`config.mk`:
```
export PLATFORM = sky130hd
export DESIGN_NAME = chipset_nregions_ws
export DESIGN_NICKNAME = d
export VERILOG_FILES = /design/src/rtl/chipset_nregions_ws.sv
export SDC_FILE = /design/constraint.sdc
export NUM_CORES = 1
export LEC_CHECK = 0
export CORE_MARGIN = 4
export CORE_UTILIZATION = 37
export DETAILED_ROUTE_END_ITERATION = 6
export GPL_TIMING_DRIVEN = 0
export PLACE_DENSITY = 0.81
export RECOVER_POWER = 25
export REMOVE_ABC_BUFFERS = 1
export SETUP_SLACK_MARGIN = 0.4
export SLEW_MARGIN = 10
export SYNTH_ARGS = -nofsm -noshare
export SYNTH_HDL_FRONTEND = slang
export SYNTH_SLANG_ARGS = --single-unit
```
`constraint.sdc`:
```
create_clock -name clk -period 1.97 [get_ports clk]
set_input_delay 0.197 -clock clk [delete_from_list [all_inputs] [get_ports clk]]
set_output_delay 0.197 -clock clk [all_outputs]
set_load 0.1 [all_outputs]
```
`src/rtl/chipset_nregions_ws.sv`:
```
// N-region memory-map decoder and bus controller with per-region wait states.
module chipset_nregions_ws #(
   parameter int unsigned           NREG     = 4,
   parameter int unsigned           AW       = 32,
   parameter int unsigned           DW       = 32,
   parameter logic [NREG*AW-1:0]    REG_BASE = {32'h0003_0000, 32'h0002_0000, 32'h0001_0000, 32'h0000_0000},
   parameter logic [NREG*AW-1:0]    REG_MASK = {4{32'hFFFF_0000}},
   parameter logic [NREG*4-1:0]     REG_WAIT = {4{4'd1}},
   parameter logic [NREG-1:0]       REG_RO   = 4'b0011
) (
   input  logic                 clk,
   input  logic                 reset,
   input  logic                 req,
   input  logic                 we,
   input  logic [AW-1:0]        addr,
   input  logic [DW-1:0]        wd,
   output logic [DW-1:0]        rdata,
   output logic                 ready,
   output logic                 err,
   output logic [NREG-1:0]      sel_o,
   output logic [NREG-1:0]      we_o,
   output logic [AW-1:0]        addr_o,
   output logic [DW-1:0]        wd_o,
   input  logic [NREG*DW-1:0]   rd_i
);

   localparam int unsigned IW = (NREG > 1) ? $clog2(NREG) : 1;
   localparam int unsigned CW = 4;

   typedef enum logic [1:0] {
      IDLE   = 2'd0,
      ACCESS = 2'd1,
      RESP   = 2'd2,
      ERR    = 2'd3
   } state_t;

   state_t          state;
   logic [CW-1:0]   cnt;
   logic [IW-1:0]   cur;
   logic            first;

   logic [AW-1:0]   base_a [NREG];
   logic [AW-1:0]   mask_a [NREG];
   logic [CW-1:0]   wait_a [NREG];
   logic [DW-1:0]   rd_a   [NREG];

   logic            hit_c;
   logic [IW-1:0]   hit_idx_c;
   logic            deny_c;

   // Unpack the per-region parameter vectors and read-data bus.
   for (genvar g = 0; g < NREG; g++) begin : g_unpack
      assign base_a[g] = REG_BASE[g*AW +: AW];
      assign mask_a[g] = REG_MASK[g*AW +: AW];
      assign wait_a[g] = REG_WAIT[g*CW +: CW];
      assign rd_a[g]   = rd_i[g*DW +: DW];
   end

   // Address decode; scanning downward lets the lowest matching index win.
   always_comb begin
      hit_c     = 1'b0;
      hit_idx_c = '0;
      for (int i = NREG - 1; i >= 0; i--) begin
         if ((addr & mask_a[i]) == base_a[i]) begin
            hit_c     = 1'b1;
            hit_idx_c = IW'(i);
         end
      end
      deny_c = !hit_c || (we && REG_RO[hit_idx_c]);
   end

   // Controller FSM with registered bus outputs.
   always_ff @(posedge clk or negedge reset) begin
      if (!reset) begin
         state  <= IDLE;
         cnt    <= '0;
         cur    <= '0;
         first  <= 1'b0;
         rdata  <= '0;
         ready  <= 1'b0;
         err    <= 1'b0;
         sel_o  <= '0;
         we_o   <= '0;
         addr_o <= '0;
         wd_o   <= '0;
      end else begin
         case (state)
            IDLE: begin
               if (req) begin
                  if (deny_c) begin
                     state <= ERR;
                  end else begin
                     state  <= ACCESS;
                     sel_o  <= NREG'(1) << hit_idx_c;
                     we_o   <= we ? (NREG'(1) << hit_idx_c) : '0;
                     addr_o <= addr & ~mask_a[hit_idx_c];
                     wd_o   <= wd;
                     cnt    <= wait_a[hit_idx_c];
                     cur    <= hit_idx_c;
                     first  <= 1'b1;
                  end
               end
            end
            ACCESS: begin
               // First cycle only carries the write strobe; wait counting follows.
               we_o <= '0;
               if (first) begin
                  first <= 1'b0;
               end else if (cnt != '0) begin
                  cnt <= cnt - CW'(1);
               end else begin
                  rdata <= rd_a[cur];
                  ready <= 1'b1;
                  sel_o <= '0;
                  state <= RESP;
               end
            end
            ERR: begin
               rdata <= '0;
               ready <= 1'b1;
               err   <= 1'b1;
               state <= RESP;
            end
            RESP: begin
               ready <= 1'b0;
               err   <= 1'b0;
               state <= IDLE;
            end
            default: state <= IDLE;
         endcase
      end
   end

endmodule

```
==> results of run 1 <==
==> flip-flops by register name (all words and copies together), names as in the netlist <==
| name | flops |
|---|---|
| ready | 1 |
| state | 2 |
| rdata | 32 |
| err | 1 |
| wd_o | 32 |
| cnt | 4 |
| sel_o | 4 |
| we_o | 4 |
| first | 1 |
| addr_o | 16 |
| cur | 2 |
==> critical path: stages, from the launching register on <==
cell and delay, ns:
dfrtp_1 0.44, or3b_4 0.45, nor3_4 0.23, buf_8 0.14
buf_12 0.15, buf_12 0.12, buf_16 0.13, nand2_2 0.05
nand2_1 0.07
==> synthesized netlist by cell type, types with 3 or more instances <==
master    count
mux4_2       32
nor2_1        5
buf_2        15
nor4_1        4
buf_4        17
and2_1        3
nor3_1        4
a21o_1        3
a22o_1       32
o21ai_0       7
clkbuf_1     12
nand3_1       3
dfrtp_1      99
nand2_1     150
mux2_2        3
inv_1         4
nor2b_1       3
==> per-stage QoR <==
step                      cells  TNS [ns]  hold slack (ns)  utilization, %
after detailed placement    859    -50.46            0.242            61.6
after CTS                   907         0            0.395            70.5
after global placement      853   -389.27            0.459            60.5
final                       920         0            0.408            73.5
after global routing        920         0            0.406            73.5
after floorplan             396    -25.83          -0.0986               -
==> timing repair <==
| action | CTS | global route |
|---|---|---|
| setup endpoints to repair | 188 | 96 |
| gates resized for setup | 378 | 66 |
| cloned | 6 | 2 |
| pin swaps | 66 | 49 |
| endpoints found under the hold margin | 44 | 0 |
| hold buffers | 1 | 0 |
| buffers inserted | 26 | 11 |
==> worst paths after layout <==
kind	startpoint	to	slack, ns	depth (start not counted)
max in group asynchronous	reset	cur[0]	0.45	2
min in group asynchronous	reset	wd_o[4]	0.64	2
worst max-delay path	state[0]	addr_o[8]	0.12	8
worst min register to register	wd_o[11]	wd_o[11]	0.49	2
worst min-delay path	wd[5]	wd_o[5]	0.41	3
worst max register to register	state[0]	addr_o[8]	0.12	8
==> layer usage <==
metal,track usage [%],up-vias,wire length [um]
li1,-,2101,-
met1,26.9,2339,6990
met2,44.4,254,10300
met3,5.83,52,1380
met4,10.1,0,845
met5,0,-,0
==> final cells by class <==
| type | instances | area (um2) | area share [%] |
|---|---|---|---|
| clock buffers | 10 | 239 | 2.58 |
| clock inverters | 5 | 108 | 1.16 |
| inverters | 4 | 15.0 | 0.162 |
| multi-input cells | 295 | 2600 | 28.1 |
| flip-flops and latches | 99 | 2480 | 26.8 |
| well taps | 172 | 215 | 2.32 |
| repair buffers | 335 | 3610 | 38.9 |
==> logic make-up (layout without fill, tap and decap cells) <==
logic type	Yosys count	in the layout	synth area share, %
compound gates	51	51	8.45
flops	99	99	52.1
mux	38	38	16.6
fa+ha+maj	2	2	0.526
simple gates	186	188	16.8
buf+inv	48	354	5.53
other cells	1	16	0.0789
==> cell usage in the layout, fill, tap and decap left out, types with 3 or more instances in the layout <==
cell type | synthesis | routed
a21o_1 | 3 | 3
a22o_1 | 32 | 32
and2_4 | 0 | 3
buf_12 | 0 | 9
buf_16 | 0 | 6
buf_4 | 17 | 25
buf_6 | 0 | 7
bufinv_16 | 0 | 3
clkbuf_16 | 0 | 10
clkdlybuf4s15_2 | 0 | 90
clkdlybuf4s50_1 | 0 | 185
conb_1 | 1 | 16
dfrtp_1 | 99 | 96
dlygate4sd2_1 | 0 | 9
mux2_2 | 3 | 3
mux4_2 | 32 | 32
nand2_1 | 150 | 74
nand2_2 | 0 | 44
nand2_4 | 0 | 32
nor2_1 | 5 | 4
nor3_1 | 4 | 4
nor4_4 | 0 | 3
o21ai_0 | 7 | 6
==> power by group <==
part / total (mW) / internal [mW] / switching, mW
clock: 2.06 / 1.28 / 0.783
combinational: 2.97 / 1.18 / 1.79
sequential: 2.36 / 2.21 / 0.146
total: 7.39 / 4.67 / 2.72
==> results.ini, run 1 <==
[power]
cellPowerDensity_nw_per_um2=797
power.ir.vdd_worst_mv=0.457
design_power_total_mw=7.39
leakage_nw=4.23

[sta]
worst-slew-pin-transition_ns=1.18
maxClockFrequency_ghz=0.540
worst_slack_ns=0.118
finalSetupViolations=0
clock_skew_ns=0.0126
final-hold-violation-count=0
period_minus_slack_ns=1.85
max_slew_violations=0
grt_setup_unrepaired=true
timing.slew.headroom_pct=21.4
finalCritPeriodShare_pct=94.0

[layout]
finalNetCount=942
final.fill_count=787
drive_gt1_share_pct=39.7
insertedDiodeCount=0
area_growth_pct=95.0
final_area_um2=9270

[placed_design]
placed_cell_area_um2=7780
portBuffers=285
dp_hpwl_mm=12.4
preCtsSetupSlack_ns=-1.21
gp_routability_congestion=0.817

[global_route]
wire_length_of_the_first_global_routing_pass_mm=27.3
overflow=0
antenna_found_initial=0
vias_in_the_first_global_route=4993
grt.total_usage_pct=24.3
largest_net_degree_at_the_start_of_global_routing=56

[clock_tree]
path_clk_slew_ns=0.07
root_buffer=clkbuf_16
cts.path.max_buffers=2
ctsHtreeMaxLevel=3
tritoncts.num_buffers=9
cts.sink_count=99
worst_skew_pair.late_latency_ns=0.34
cts_tree=done

[floorplan]
coreArea_um2=12600
start_util_pct=37.7
die_height_um=121
fp-row-count=41
floorplan.die_area_um2=14700
floorplan.io_pins=302
die_x_um=121

[logic_synthesis]
post-synth-top-area-cell=dfrtp_1
async_flop_share_pct=100
yosysSeqAreaShare_pct=52.1
yosys.area.top_type_share_pct=52.1
yosysUniqueCellTypes=40
dominantRegCellSynth=dfrtp_1
synth_area_per_cell_um2=11.2
synthesis.yosys.warnings=0
synth.area.top_cells=dfrtp_1 52%, mux4_2 15%, nand2_1 12%, a22o_1 5.9%, buf_4 2.7%
mapped_cell_area_um2=4750
postSynthCellCount=425
ys_ff_latch=99
synth-edff-count=0

[detailed_routing]
avgRoutedWirePerCell_um=21.2
detail_route.first_pass.iterations=4
drc_errors=0
dr_total_vias=4746
post_drt_via_cell_ratio=5.16
dr.first_iter.drc_count=290
final_wirelength_mm=19.5
antenna_violating_nets_post_route=0

[run]
max_cap_violations=0

[worst_setup_path]
timing.critical_path.arrival_ns=2.12
category_of_the_most_critical_setup_path=reg -> reg
cp.required_ns=2.24
critPathCaptureType=register
critical_path.max_fanout=8
critical_path.startpoint_type=register

[outcome]
status=completed

[hold_path]
holdCritPathClass=in -> reg

(Power assumes the default switching activity.)
==> run 2: changes to the inputs <==
--- a/config.mk
+++ b/config.mk
@@ -5,7 +5,7 @@
 export SDC_FILE = /design/constraint.sdc
 export NUM_CORES = 1
 export LEC_CHECK = 0
-export CORE_MARGIN = 4
+export CORE_MARGIN = 5
 export CORE_UTILIZATION = 37
 export DETAILED_ROUTE_END_ITERATION = 6
 export GPL_TIMING_DRIVEN = 0
==> results.ini, run 2 (same netlist as run 1, synthesis figures left out) <==
[layout]
most_frequent_cells_in_the_layout=182 x clkdlybuf4s50_1, 95 x dfrtp_1, 89 x clkdlybuf4s15_2, 69 x nand2_1, 55 x nand2_2
number_of_non_filler_instances_in_the_completed_layout=945
area_growth_pct=104
final.fill_count=739
finalNetCount=965
drive_gt1_share_pct=43.4
layout_commonest_cell=clkdlybuf4s50_1
leading_registers_by_flop_count=rdata: 32 flops, wd_o: 32 flops, addr_o: 16 flops
final_area_um2=9690

[hold_path]
holdCritPathClass=in -> reg

[worst_setup_path]
critical_path.startpoint_type=register
crit_path_cell_trace=or3b_4 > nor3_4 > buf_6 > buf_12 > buf_4 > buf_16 > nand2_1 > nand2_1
cp.required_ns=2.24
critical_path.slowest_cell=or3b_4
worstPathBufferInverterCount=4
timing.critical_path.arrival_ns=2.09
worst_path_dominant_cell_family=simple AND/OR/NAND/NOR gates
critical_path.most_common_cell=nand2_1
critPathCaptureType=register
category_of_the_most_critical_setup_path=reg -> reg
critical_path.max_fanout=7
cpPeakStageDelay_ns=0.45

[detailed_routing]
final_wirelength_mm=21.2
post_drt_via_cell_ratio=5.24
dr_total_vias=4949
drc_errors=0
detail_route.first_pass.iterations=4
dr.first_iter.drc_count=285
antenna_violating_nets_post_route=0
avgRoutedWirePerCell_um=22.5

[power]
cellPowerDensity_nw_per_um2=751
p_clk_share_pct=26.1
power.ir.vdd_worst_mv=0.481
net-switching-power_mw=2.73
comb_power_share_pct=41.6
leakage_nw=4.34
internal_power_mw=4.55
seq_power_share_pct=32.3
power.switching_fraction_pct=37.5

[sta]
grt_setup_unrepaired=true
maxClockFrequency_ghz=0.551
finalSetupViolations=0
worst-slew-pin-transition_ns=1.36
period_minus_slack_ns=1.82
timing.slew.headroom_pct=9.55
clock_skew_ns=0.00765
max_slew_violations=0
finalCritPeriodShare_pct=92.2
final-hold-violation-count=0

[floorplan]
floorplan.io_pins=302
floorplan.die_area_um2=15200
die_height_um=123
coreArea_um2=12600
die_x_um=123
fp-row-count=41
start_util_pct=37.7

[clock_tree]
tritoncts.num_buffers=9
cts.path.max_buffers=2
worst_skew_pair.late_latency_ns=0.34
root_buffer=clkbuf_16
cts_tree=done
ctsHtreeMaxLevel=3
cts.sink_count=99
path_clk_slew_ns=0.06

[placed_design]
portBuffers=285
placed_cell_area_um2=7770
gp_routability_congestion=0.850
placedCellCount=859
dp_hpwl_mm=13.1

[run]
max_cap_violations=0

[global_route]
grt.total_usage_pct=25.7
wire_length_of_the_first_global_routing_pass_mm=29.3
vias_in_the_first_global_route=5392
antenna_found_initial=2
overflow=0
largest_net_degree_at_the_start_of_global_routing=53

[outcome]
status=completed

==> run 2: cell count changes in the layout (fill, tap and decap cells not counted), moves of 5 or more <==
cell,before,now
nand2_4,32,26
dlygate4sd2_1,9,4
buf_12,9,16
nand2_1,74,69
nand2_2,44,55
buf_6,7,13
buf_16,6,13
==> run 2: stage by stage <==
stage | utilization [%] | setup WS [ns] | setup TNS [ns] | total power [mW] | hold WS, ns
final | 76.8 | 0.154 | 0 | 7.28 | 0.345
after global routing | 76.8 | 0.0923 | 0 | 7.53 | 0.345
after CTS | 72.7 | 0.175 | 0 | 7.03 | 0.371
after detailed placement | 61.5 | -0.747 | -37.96 | 4.81 | 0.276
after global placement | 60.5 | -2.85 | -398.44 | 4.68 | 0.457
after floorplan | - | -0.594 | -25.83 | 3.86 | -0.0986
==> run 2: worst register-to-register path, delay by kind of cell, from the launching register on <==
family | cells | cell delay [ns]
buffers and inverters | 4 | 0.49
flip-flops | 1 | 0.44
AND/OR/NAND/NOR | 4 | 0.82
==> run 2: layer usage <==
| layer | global-route usage [%] | share of wire [%] | vias to the layer above | routed length (um) |
|---|---|---|---|---|
| met5 | 0 | 0.13 | - | 28 |
| met1 | 27.3 | 34 | 2430 | 7160 |
| met2 | 46.4 | 54 | 299 | 11400 |
| met3 | 7.18 | 8.8 | 66 | 1880 |
| li1 | - | - | 2150 | - |
| met4 | 12.7 | 3.8 | 4 | 798 |
==> run 2: final timing paths <==
path | startpoint | slack [ns] | to | depth (start not counted)
hold / removal | addr[30] | 0.34 | cur[1] | 5
max in group asynchronous | reset | 0.37 | cur[0] | 3
hold reg to reg | wd_o[11] | 0.49 | wd_o[11] | 2
setup reg to reg | state[1] | 0.15 | wd_o[22] | 8
setup / recovery | state[1] | 0.15 | wd_o[22] | 8
min in group asynchronous | reset | 0.70 | wd_o[21] | 2
==> run 2: layout make-up <==
cell class                 instances  area, um2  share of cell area [%]
antenna                            1       2.50                  0.0258
sequential                        99       2480                    25.6
inverter                           4       15.0                   0.155
multi-input combinational        295       2650                    27.3
clock inverter                     6       88.8                   0.917
timing repair buffer             358       4010                    41.4
tap                              172        215                    2.22
clock buffer                      10        229                    2.36
==> run 2: power groups by stage <==
stage | clock network [mW] | registers [mW] | logic (mW)
2_1_floorplan | 0 | 3.17 | 0.692
3_3_place_gp | 0 | 2.39 | 2.29
4_1_cts | 1.92 | 2.35 | 2.76
6_report | 1.90 | 2.35 | 3.03
3_5_place_dp | 0 | 2.41 | 2.40
5_1_grt | 2.00 | 2.37 | 3.16
==> run 2: what timing repair did <==
action                                  4_1_cts  5_1_grt
gates cloned                                 13        1
resized for setup                           380      104
pin swaps                                    73       55
hold buffers                                  1        0
endpoints found under the setup margin      187       94
endpoints found under the hold margin        51        0
buffers inserted                             36       18
==> run 3: changes to the inputs <==
--- a/config.mk
+++ b/config.mk
@@ -5,6 +5,7 @@
 export SDC_FILE = /design/constraint.sdc
 export NUM_CORES = 1
 export LEC_CHECK = 0
+export CORE_ASPECT_RATIO = 0.7
 export CORE_MARGIN = 5
 export CORE_UTILIZATION = 37
 export DETAILED_ROUTE_END_ITERATION = 6
==> constraint.sdc (replaced) <==
create_clock -name clk -period 1.94 [get_ports clk]
set_input_delay 0.194 -clock clk [delete_from_list [all_inputs] [get_ports clk]]
set_output_delay 0.194 -clock clk [all_outputs]
set_load 0.1 [all_outputs]
==> results.ini, run 3 (same netlist as run 1, synthesis figures left out) <==
[placed_design]
placedCellCount=850
dp_hpwl_mm=13.4
portBuffers=285
placed_cell_area_um2=7790
gp_routability_congestion=0.908

[layout]
final_area_um2=9690
insertedDiodeCount=0
area_growth_pct=104
number_of_non_filler_instances_in_the_completed_layout=934
final-seq-area_um2=2480
finalNetCount=965
final.fill_count=749
layout_commonest_cell=clkdlybuf4s50_1
leading_registers_by_flop_count=rdata: 32 flops, wd_o: 32 flops, addr_o: 16 flops
most_frequent_cells_in_the_layout=187 x clkdlybuf4s50_1, 96 x dfrtp_1, 86 x clkdlybuf4s15_2, 60 x nand2_2, 48 x nand2_1
layout.core_utilization_pct=77.5
area_taken_by_multi_input_logic_gates_um2=2730
drive_gt1_share_pct=45.2

[sta]
worst-slew-pin-transition_ns=1.16
maxClockFrequency_ghz=0.540
fin_hold_ws_ns=0.389
finalCritPeriodShare_pct=95.4
period_minus_slack_ns=1.85
final-hold-violation-count=0
finalSetupViolations=0
clock_skew_ns=0.00883
grt_setup_unrepaired=true
max_slew_violations=0
timing.slew.headroom_pct=22.9

[global_route]
antenna_found_initial=0
vias_in_the_first_global_route=5245
wire_length_of_the_first_global_routing_pass_mm=30.9
largest_net_degree_at_the_start_of_global_routing=57
overflow=0
grt.total_usage_pct=25.9

[power]
cellPowerDensity_nw_per_um2=744
design_power_total_mw=7.21
power.ir.vdd_worst_mv=0.709
leakage_nw=4.25

[detailed_routing]
detail_route.first_pass.iterations=4
post_drt_via_cell_ratio=5.29
final_wirelength_mm=21.6
dr.first_iter.drc_count=325
drc_errors=0
avgRoutedWirePerCell_um=23.2
dr_total_vias=4944
antenna_violating_nets_post_route=0

[floorplan]
coreArea_um2=12500
die_x_um=145
die_height_um=105
floorplan.die_area_um2=15300
floorplan.io_pins=302
fp-row-count=34
start_util_pct=38.0

[clock_tree]
cts_tree=done
root_buffer=clkbuf_16
cts.sink_count=99
ctsHtreeMaxLevel=3
cts.path.max_buffers=2
worst_skew_pair.late_latency_ns=0.35
tritoncts.num_buffers=9
path_clk_slew_ns=0.07

[hold_path]
holdCritPathClass=in -> reg

[worst_setup_path]
category_of_the_most_critical_setup_path=reg -> reg
timing.critical_path.arrival_ns=2.08
cp.required_ns=2.17
critical_path.max_fanout=4
critical_path.startpoint_type=register
worstPathBufferInverterCount=1
worst_path_dominant_cell_family=simple AND/OR/NAND/NOR gates
crit_path_cell_trace=inv_2 > ha_4 > nor3b_4 > nor2b_4 > and2_4 > nor2_4 > mux2_4
cpPeakStageDelay_ns=0.42
critical_path.slowest_cell=dfrtp_1
critPathCaptureType=register

[run]
max_cap_violations=0

[outcome]
status=completed

## run 3: cell types whose count changed in the layout (fill, tap and decap cells not counted), moves of 4 or more
cell,delta
buf_12,-10
clkdlybuf4s50_1,+5
nand2_1,-21
clkbuf_2,-4
buf_6,+10
buf_4,-5
nand2_4,+16
nand2_2,+5
## run 3: report_power, final
group          switching [mW]  leakage [nW]  internal (mW)
combinational            1.85          2.76           1.22
clock                   0.840         0.135          0.891
sequential              0.156          1.36           2.25
total                    2.85          4.25           4.36
## run 3: per-layer routing
layer  wire length [um]  vias up  global-route usage, %
met5                  0        -                      0
met3               1170       31                   5.88
met4                488        0                   7.99
met2              11400      192                   45.4
li1                   -     2157                      -
met1               8580     2564                   32.0
## run 3: through the flow
step	setup WS, ns	setup TNS (ns)
global route	0.0278	0
detailed placement	-1.14	-44.52
finish	0.0891	0
CTS	0.162	0
floorplan	-0.624	-28.36
global placement	-2.95	-406.45
## run 3: tightest hold or removal path: stages
cell             delay, ns
clkdlybuf4s50_1       0.40
nand2_1               0.06
nand2_1               0.05
## run 3: worst paths after layout
| check | startpoint | endpoint | slack, ns | cells after the start |
|---|---|---|---|---|
| min in group asynchronous | reset | rdata[1] | 0.61 | 2 |
| max reg2reg | cnt[0] | sel_o[2] | 0.09 | 7 |
| max in group asynchronous | reset | state[0] | 0.48 | 3 |
| min | addr[14] | addr_o[14] | 0.39 | 3 |
| min reg2reg | wd_o[2] | wd_o[2] | 0.49 | 2 |
| max | cnt[0] | sel_o[2] | 0.09 | 7 |
## run 3: repair_timing
action / in CTS / in global routing
hold buffers: 1 / 0
setup buffers: 39 / 12
gates resized for setup: 389 / 121
pin swaps: 99 / 68
setup endpoints to repair: 187 / 101
cloned: 13 / 3
endpoints found under the hold margin: 43 / 0
## run 3: final cells by class
type | instances | area share (%)
inverter | 4 | 0.155
clock inverter | 7 | 0.594
sequential | 99 | 25.6
clock buffer | 9 | 2.32
tap | 162 | 2.09
multi-input combinational | 295 | 28.2
timing repair buffer | 358 | 41.0
